## src/rtl/rs_encoder_stream_if.sv

```systemverilog
// Stream interface of the symbol-serial Reed-Solomon encoder.
// Handshake rule for both the input and the output channel: a symbol moves
// on a rising clock edge where valid && ready are both high; a source never
// makes valid depend on ready, and it holds data/flags steady while
// valid && !ready.
// The slave modport is the encoder's view; master is the view of the
// surrounding frame builder / scrambler pair.
interface rs_encoder_stream_if #(
    parameter int M = 4
);
    logic         in_valid;
    logic         in_ready;
    logic [M-1:0] in_data;
    logic         in_last;
    logic         out_valid;
    logic         out_ready;
    logic [M-1:0] out_data;
    logic         out_parity;
    logic         out_last;
    logic         err_len;

    modport slave (
        input  in_valid, in_data, in_last, out_ready,
        output in_ready, out_valid, out_data, out_parity, out_last, err_len
    );

    modport master (
        output in_valid, in_data, in_last, out_ready,
        input  in_ready, out_valid, out_data, out_parity, out_last, err_len
    );
endinterface

```

## src/rtl/rs_encoder_stream.sv

```systemverilog
// Symbol-serial systematic Reed-Solomon encoder over GF(2^M).
// Message symbols pass through unchanged, then P parity symbols are appended
// from a registered LFSR holding the running remainder of m(x)*x^P mod g(x).
// Optional feature macro: RS_ENC_SHORTEN_EN (in_last ends a shortened
// message early; a full-length message without in_last pulses err_len).
module rs_encoder_stream #(
    parameter int             M         = 4,
    parameter int             K         = 13,
    parameter int             P         = 2,
    parameter logic [M:0]     PRIM_POLY = 5'b10011,
    parameter logic [P*M-1:0] GEN_POLY  = 8'h32
) (
    input  logic               clk,
    input  logic               rst,
    rs_encoder_stream_if.slave bus,
    output logic               o_dbg_state
);
    localparam int            CW         = $clog2(K + P + 1);
    localparam logic [CW-1:0] CNT_K_LAST = CW'(K - 1);
    localparam logic [CW-1:0] CNT_P_LAST = CW'(P - 1);

    typedef enum logic {ST_MSG = 1'b0, ST_PARITY = 1'b1} state_t;

    // Shift-and-add multiply; with one constant operand it folds to XORs.
    function automatic logic [M-1:0] gf_mul(input logic [M-1:0] a, input logic [M-1:0] b);
        logic [M-1:0] acc;
        logic [M-1:0] sh;
        acc = '0;
        sh  = a;
        for (int i = 0; i < M; i++) begin
            if (b[i]) acc = acc ^ sh;
            sh = sh[M-1] ? ((sh << 1) ^ PRIM_POLY[M-1:0]) : (sh << 1);
        end
        return acc;
    endfunction

    state_t        r_state;
    state_t        w_state_next;
    logic [CW-1:0] r_cnt;
    logic [CW-1:0] w_cnt_next;
    logic [M-1:0]  r_lfsr      [P];
    logic [M-1:0]  w_lfsr_next [P];
    logic [M-1:0]  w_fb;
    logic          w_advance;
    logic          w_in_ready;
    logic          w_msg_end;

    logic          r_out_valid,  w_out_valid_next;
    logic [M-1:0]  r_out_data,   w_out_data_next;
    logic          r_out_parity, w_out_parity_next;
    logic          r_out_last,   w_out_last_next;
    logic          r_err_len,    w_err_next;

    // Next-state, LFSR update and output-register load for MSG/PARITY phases.
    always_comb begin
        w_advance         = !r_out_valid || bus.out_ready;
        w_state_next      = r_state;
        w_cnt_next        = r_cnt;
        w_lfsr_next       = r_lfsr;
        w_in_ready        = 1'b0;
        w_msg_end         = 1'b0;
        w_err_next        = 1'b0;
        w_fb              = bus.in_data ^ r_lfsr[P-1];
        w_out_valid_next  = r_out_valid;
        w_out_data_next   = r_out_data;
        w_out_parity_next = r_out_parity;
        w_out_last_next   = r_out_last;
        case (r_state)
            ST_MSG: begin
                w_in_ready = w_advance;
                if (w_advance) w_out_valid_next = 1'b0;
                if (w_advance && bus.in_valid) begin
                    w_out_valid_next  = 1'b1;
                    w_out_data_next   = bus.in_data;
                    w_out_parity_next = 1'b0;
                    w_out_last_next   = 1'b0;
                    w_lfsr_next[0]    = gf_mul(GEN_POLY[0 +: M], w_fb);
                    for (int j = 1; j < P; j++) begin
                        w_lfsr_next[j] = r_lfsr[j-1] ^ gf_mul(GEN_POLY[j*M +: M], w_fb);
                    end
`ifdef RS_ENC_SHORTEN_EN
                    w_msg_end  = bus.in_last || (r_cnt == CNT_K_LAST);
                    w_err_next = !bus.in_last && (r_cnt == CNT_K_LAST);
`else
                    w_msg_end  = (r_cnt == CNT_K_LAST);
`endif
                    if (w_msg_end) begin
                        w_cnt_next   = '0;
                        w_state_next = ST_PARITY;
                    end else begin
                        w_cnt_next = r_cnt + CW'(1);
                    end
                end
            end
            ST_PARITY: begin
                if (w_advance) begin
                    w_out_valid_next  = 1'b1;
                    w_out_data_next   = r_lfsr[P-1];
                    w_out_parity_next = 1'b1;
                    w_out_last_next   = (r_cnt == CNT_P_LAST);
                    w_lfsr_next[0]    = '0;
                    for (int j = 1; j < P; j++) begin
                        w_lfsr_next[j] = r_lfsr[j-1];
                    end
                    if (r_cnt == CNT_P_LAST) begin
                        w_cnt_next   = '0;
                        w_state_next = ST_MSG;
                        for (int j = 0; j < P; j++) w_lfsr_next[j] = '0;
                    end else begin
                        w_cnt_next = r_cnt + CW'(1);
                    end
                end
            end
            default: begin
                w_state_next = ST_MSG;
            end
        endcase
    end

    // FSM state register.
    always_ff @(posedge clk) begin
        if (rst) r_state <= ST_MSG;
        else     r_state <= w_state_next;
    end

    // Counter, LFSR and output register; reset discards any partial codeword.
    always_ff @(posedge clk) begin
        if (rst) begin
            r_cnt        <= '0;
            r_out_valid  <= 1'b0;
            r_out_data   <= '0;
            r_out_parity <= 1'b0;
            r_out_last   <= 1'b0;
            r_err_len    <= 1'b0;
            for (int j = 0; j < P; j++) r_lfsr[j] <= '0;
        end else begin
            r_cnt        <= w_cnt_next;
            r_out_valid  <= w_out_valid_next;
            r_out_data   <= w_out_data_next;
            r_out_parity <= w_out_parity_next;
            r_out_last   <= w_out_last_next;
            r_err_len    <= w_err_next;
            for (int j = 0; j < P; j++) r_lfsr[j] <= w_lfsr_next[j];
        end
    end

    assign bus.in_ready   = w_in_ready;
    assign bus.out_valid  = r_out_valid;
    assign bus.out_data   = r_out_data;
    assign bus.out_parity = r_out_parity;
    assign bus.out_last   = r_out_last;
    assign bus.err_len    = r_err_len;
    assign o_dbg_state    = r_state;
endmodule

```

## src/flat_wrapper.sv

```systemverilog
// flat-port wrapper written by rule: the top's interface ports become plain ports
module rs_encoder_stream_flat 
#(
    parameter int             M         = 4,
    parameter int             K         = 13,
    parameter int             P         = 2,
    parameter logic [M:0]     PRIM_POLY = 5'b10011,
    parameter logic [P*M-1:0] GEN_POLY  = 8'h32
)
  (clk, rst, o_dbg_state, bus_in_valid, bus_in_data, bus_in_last, bus_out_ready, bus_in_ready, bus_out_valid, bus_out_data, bus_out_parity, bus_out_last, bus_err_len);
  rs_encoder_stream_if #(.M(M)) bus_i ();
  input  logic clk;
  input  logic rst;
  output logic o_dbg_state;
  input wire logic [$bits(bus_i.in_valid)-1:0] bus_in_valid;
  input wire logic [$bits(bus_i.in_data)-1:0] bus_in_data;
  input wire logic [$bits(bus_i.in_last)-1:0] bus_in_last;
  input wire logic [$bits(bus_i.out_ready)-1:0] bus_out_ready;
  output wire logic [$bits(bus_i.in_ready)-1:0] bus_in_ready;
  output wire logic [$bits(bus_i.out_valid)-1:0] bus_out_valid;
  output wire logic [$bits(bus_i.out_data)-1:0] bus_out_data;
  output wire logic [$bits(bus_i.out_parity)-1:0] bus_out_parity;
  output wire logic [$bits(bus_i.out_last)-1:0] bus_out_last;
  output wire logic [$bits(bus_i.err_len)-1:0] bus_err_len;
  assign bus_i.in_valid = bus_in_valid;
  assign bus_i.in_data = bus_in_data;
  assign bus_i.in_last = bus_in_last;
  assign bus_i.out_ready = bus_out_ready;
  assign bus_in_ready = bus_i.in_ready;
  assign bus_out_valid = bus_i.out_valid;
  assign bus_out_data = bus_i.out_data;
  assign bus_out_parity = bus_i.out_parity;
  assign bus_out_last = bus_i.out_last;
  assign bus_err_len = bus_i.err_len;
  rs_encoder_stream #(.M(M), .K(K), .P(P), .PRIM_POLY(PRIM_POLY), .GEN_POLY(GEN_POLY)) u_core (.clk(clk), .rst(rst), .bus(bus_i), .o_dbg_state(o_dbg_state));
endmodule
```

## config.mk

```make
export PLATFORM = sky130hd
export DESIGN_NAME = rs_encoder_stream_flat
export DESIGN_NICKNAME = d
export VERILOG_FILES = /design/src/rtl/rs_encoder_stream_if.sv /design/src/rtl/rs_encoder_stream.sv /design/src/flat_wrapper.sv
export SDC_FILE = /design/constraint.sdc
export NUM_CORES = 1
export LEC_CHECK = 0
export BUFFER_PORTS_ARGS = -buffer_cell sky130_fd_sc_hd__buf_2
export CORE_MARGIN = 4
export CORE_UTILIZATION = 56
export CTS_BUF_LIST = sky130_fd_sc_hd__clkbuf_2 sky130_fd_sc_hd__clkbuf_4 sky130_fd_sc_hd__clkbuf_8
export CTS_CLUSTER_DIAMETER = 80
export DETAILED_ROUTE_END_ITERATION = 6
export HOLD_SLACK_MARGIN = 0.12
export PLACE_DENSITY = 0.8
export SETUP_SLACK_MARGIN = 0.1
export SLEW_MARGIN = 20
export SYNTH_ARGS = -nofsm -noshare
export SYNTH_HDL_FRONTEND = slang
export SYNTH_SLANG_ARGS = --single-unit
```

## constraint.sdc

```tcl
create_clock -name clk -period 1.8 [get_ports clk]
set_input_delay 0.18 -clock clk [delete_from_list [all_inputs] [get_ports clk]]
set_output_delay 0.18 -clock clk [all_outputs]
set_load 0.1 [all_outputs]
```

==> metrics.cfg <==
[cts]
path_clk_slew_ns=0.11
clkSinkCount=20
cts_resized=0
insertion_delay_ns=0.30
cts.root.buffer_cell=clkbuf_4
cts_setup_buffers=0
cts_made_buffers=3
clock_path_buffers=2
cts_max_level=1
hold_buffers=0
cts_tree=yes

[synthesis]
synth.area.top_cells=dfxtp_1, nor2_1, ha_1
synth_nets=134
synth_area_sq_mm=0.00103
synth_cell_types=34
synth_edf_count=0
syn_inst=122
synth_top_area_cell=dfxtp_1
yosysSeqAreaShare_pct=39.0
yosysTopAreaCellShare_pct=39.0
yosys_warnings=0
synth-main-ff-cell=dfxtp_1
ys_seq_elements=20
async_reset_ff_share_pct=0
avgSynthCellArea_sq_um=8.42

[drt]
ant_nets=0
wl_per_cell_microns=12.9
vias=880
dr.pass1.iters=4
dr.first_iter.drc_count=5
routed_wl_mm=2.10
drc=0
avgViaCountPerCell=5.40

[floorplanning]
ios=19
die_h_microns=50.8
row_count=15
design.die.area_sq_mm=0.00258
start_util_pct=59.5
die_w_microns=50.8
coreArea_sq_mm=0.00173

[timing]
setup_slack_ns=0.216
drv_slew=0
setup_tns_ns=0
finalHoldViolCount=0
finalCriticalPeriod_ns=1.58
setup_viol=0
grt_setup_unrepaired=no
fmax_mhz=631
finalCritPeriodShare_pct=88.0
fin_skew_ns=0.00299

[global_route]
grt_max_degree=22
overflow=0
track_usage_pct=18.7
grt_pass1_wl_mm=3.58
grt_pass1_vias=802
antenna_found_initial=0

[setup_path]
start_kind=flip-flop
end_kind=flip-flop
slowest_stage=or4_1
crit_required_ns=2.04
cp_slowest_stage_delay_ns=0.48
critPathKind=reg -> reg
cp_data_arrival_time_ns=1.82
crit_chain=inv_1, ha_1, and3_1, or4_1, a21oi_1
cp_max_fo=4

[final_layout]
nNetsFinal=151
final_core_util_pct=68.1
final_common_cell=nor2_1
area_growth_pct=14.5
mostFrequentLayoutCells=nor2_1, dfxtp_1, buf_2
drive_gt1_share_pct=20.3
fill_cells=162
diodes=0
final_cells=163

[flow_run]
maxCapViolCount=0

[pwr]
p_leak_uw=0.000498
p_per_area_mw_per_mm2=910
ir_drop_v=0.000608
total_power_uw=1070

[place]
gp_congestion=0.773
post-place-cells=159
io_buffers=16
place_hpwl_mm=1.50
dp_slack_ns=0.259

[run_status]
status=completed

[min_path]
hold_class=in -> reg

## sequential cells by signal, summed over array words and instances, names as in the netlist
| signal | cells |
|---|---|
| u_core.bus.out_data | 4 |
| u_core.bus.out_last | 1 |
| u_core.bus.out_parity | 1 |
| u_core.bus.out_valid | 1 |
| u_core.o_dbg_state | 1 |
| u_core.r_cnt | 4 |
| u_core.r_lfsr | 8 |
## power breakdown
group / leakage (uW) / switching, uW / internal [uW]
clock: 0.0000184 / 132 / 102
sequential: 0.000166 / 30.8 / 477
combinational: 0.000314 / 204 / 125
total: 0.000498 / 367 / 704
## cell families (layout without fill, tap and decap cells)
| family | Yosys count | count (layout) | share of synthesized area, % |
|---|---|---|---|
| buffers and inverters | 11 | 27 | 4.38 |
| adders and majority gates | 3 | 3 | 3.65 |
| DFF | 20 | 20 | 39.0 |
| muxes | 3 | 3 | 2.92 |
| AOI/OAI and AO/OA | 25 | 25 | 16.8 |
| and+or+nand+nor | 50 | 50 | 23.8 |
| other | 1 | 1 | 0.365 |
| xor gates and xnor gates | 9 | 9 | 9.14 |
## path summary, 6_finish.rpt
kind	slack, ns	cells after the start	from	end
max	0.22	5	u_core.r_cnt[1]	u_core.r_cnt[3]
max reg2reg	0.22	5	u_core.r_cnt[1]	u_core.r_cnt[3]
min reg2reg	0.46	2	u_core.bus.out_parity	u_core.bus.out_parity
min	0.20	3	bus_in_valid	u_core.bus.out_valid
## synthesized netlist by cell type (all sizes together) (2+ instances only)
cell,count
and3,2
nor3,2
nand2,7
nor2,24
o211ai,3
nand3,2
xnor2,5
clkbuf,6
a2bb2oi,2
o21ai,3
a311oi,3
a211oi,3
or3,3
a22oi,4
dfxtp,20
ha,3
inv,4
mux2i,3
a21oi,6
xor2,4
## area by class of cell
cell class / count / area (sq um) / share of cell area [%]
Multi-Input combinational cell: 91 / 589 / 50.1
Sequential cell: 20 / 408 / 34.7
Timing Repair Buffer: 19 / 103 / 8.72
Tap cell: 25 / 31.3 / 2.66
Clock buffer: 4 / 30.0 / 2.55
Inverter: 4 / 15.0 / 1.28
## worst max-delay path: cells and delay by family (launching register included)
kind | cells | cell delay [ns]
and+or+nand+nor | 2 | 0.70
DFF | 1 | 0.41
adders and majority gates | 1 | 0.21
AOI/OAI and AO/OA | 1 | 0.13
buffers and inverters | 1 | 0.08
## per-layer routing
metal	part of all wire, %	vias up	track usage, %
li1	-	460	-
met1	46	399	22.5
met2	48	17	31.1
met3	4.5	4	4.08
met4	1.9	0	9.42
met5	0	-	0
## metrics by stage
| stage | area, sq um | hold slack, ns |
|---|---|---|
| finish | 1180 | 0.199 |
| CTS | 1180 | 0.194 |
| global placement | 1150 | 0.441 |
| floorplan | 1040 | 0.283 |
| detailed placement | 1150 | 0.444 |
| global route | 1180 | 0.211 |
Power figures use the tool's default switching activity.
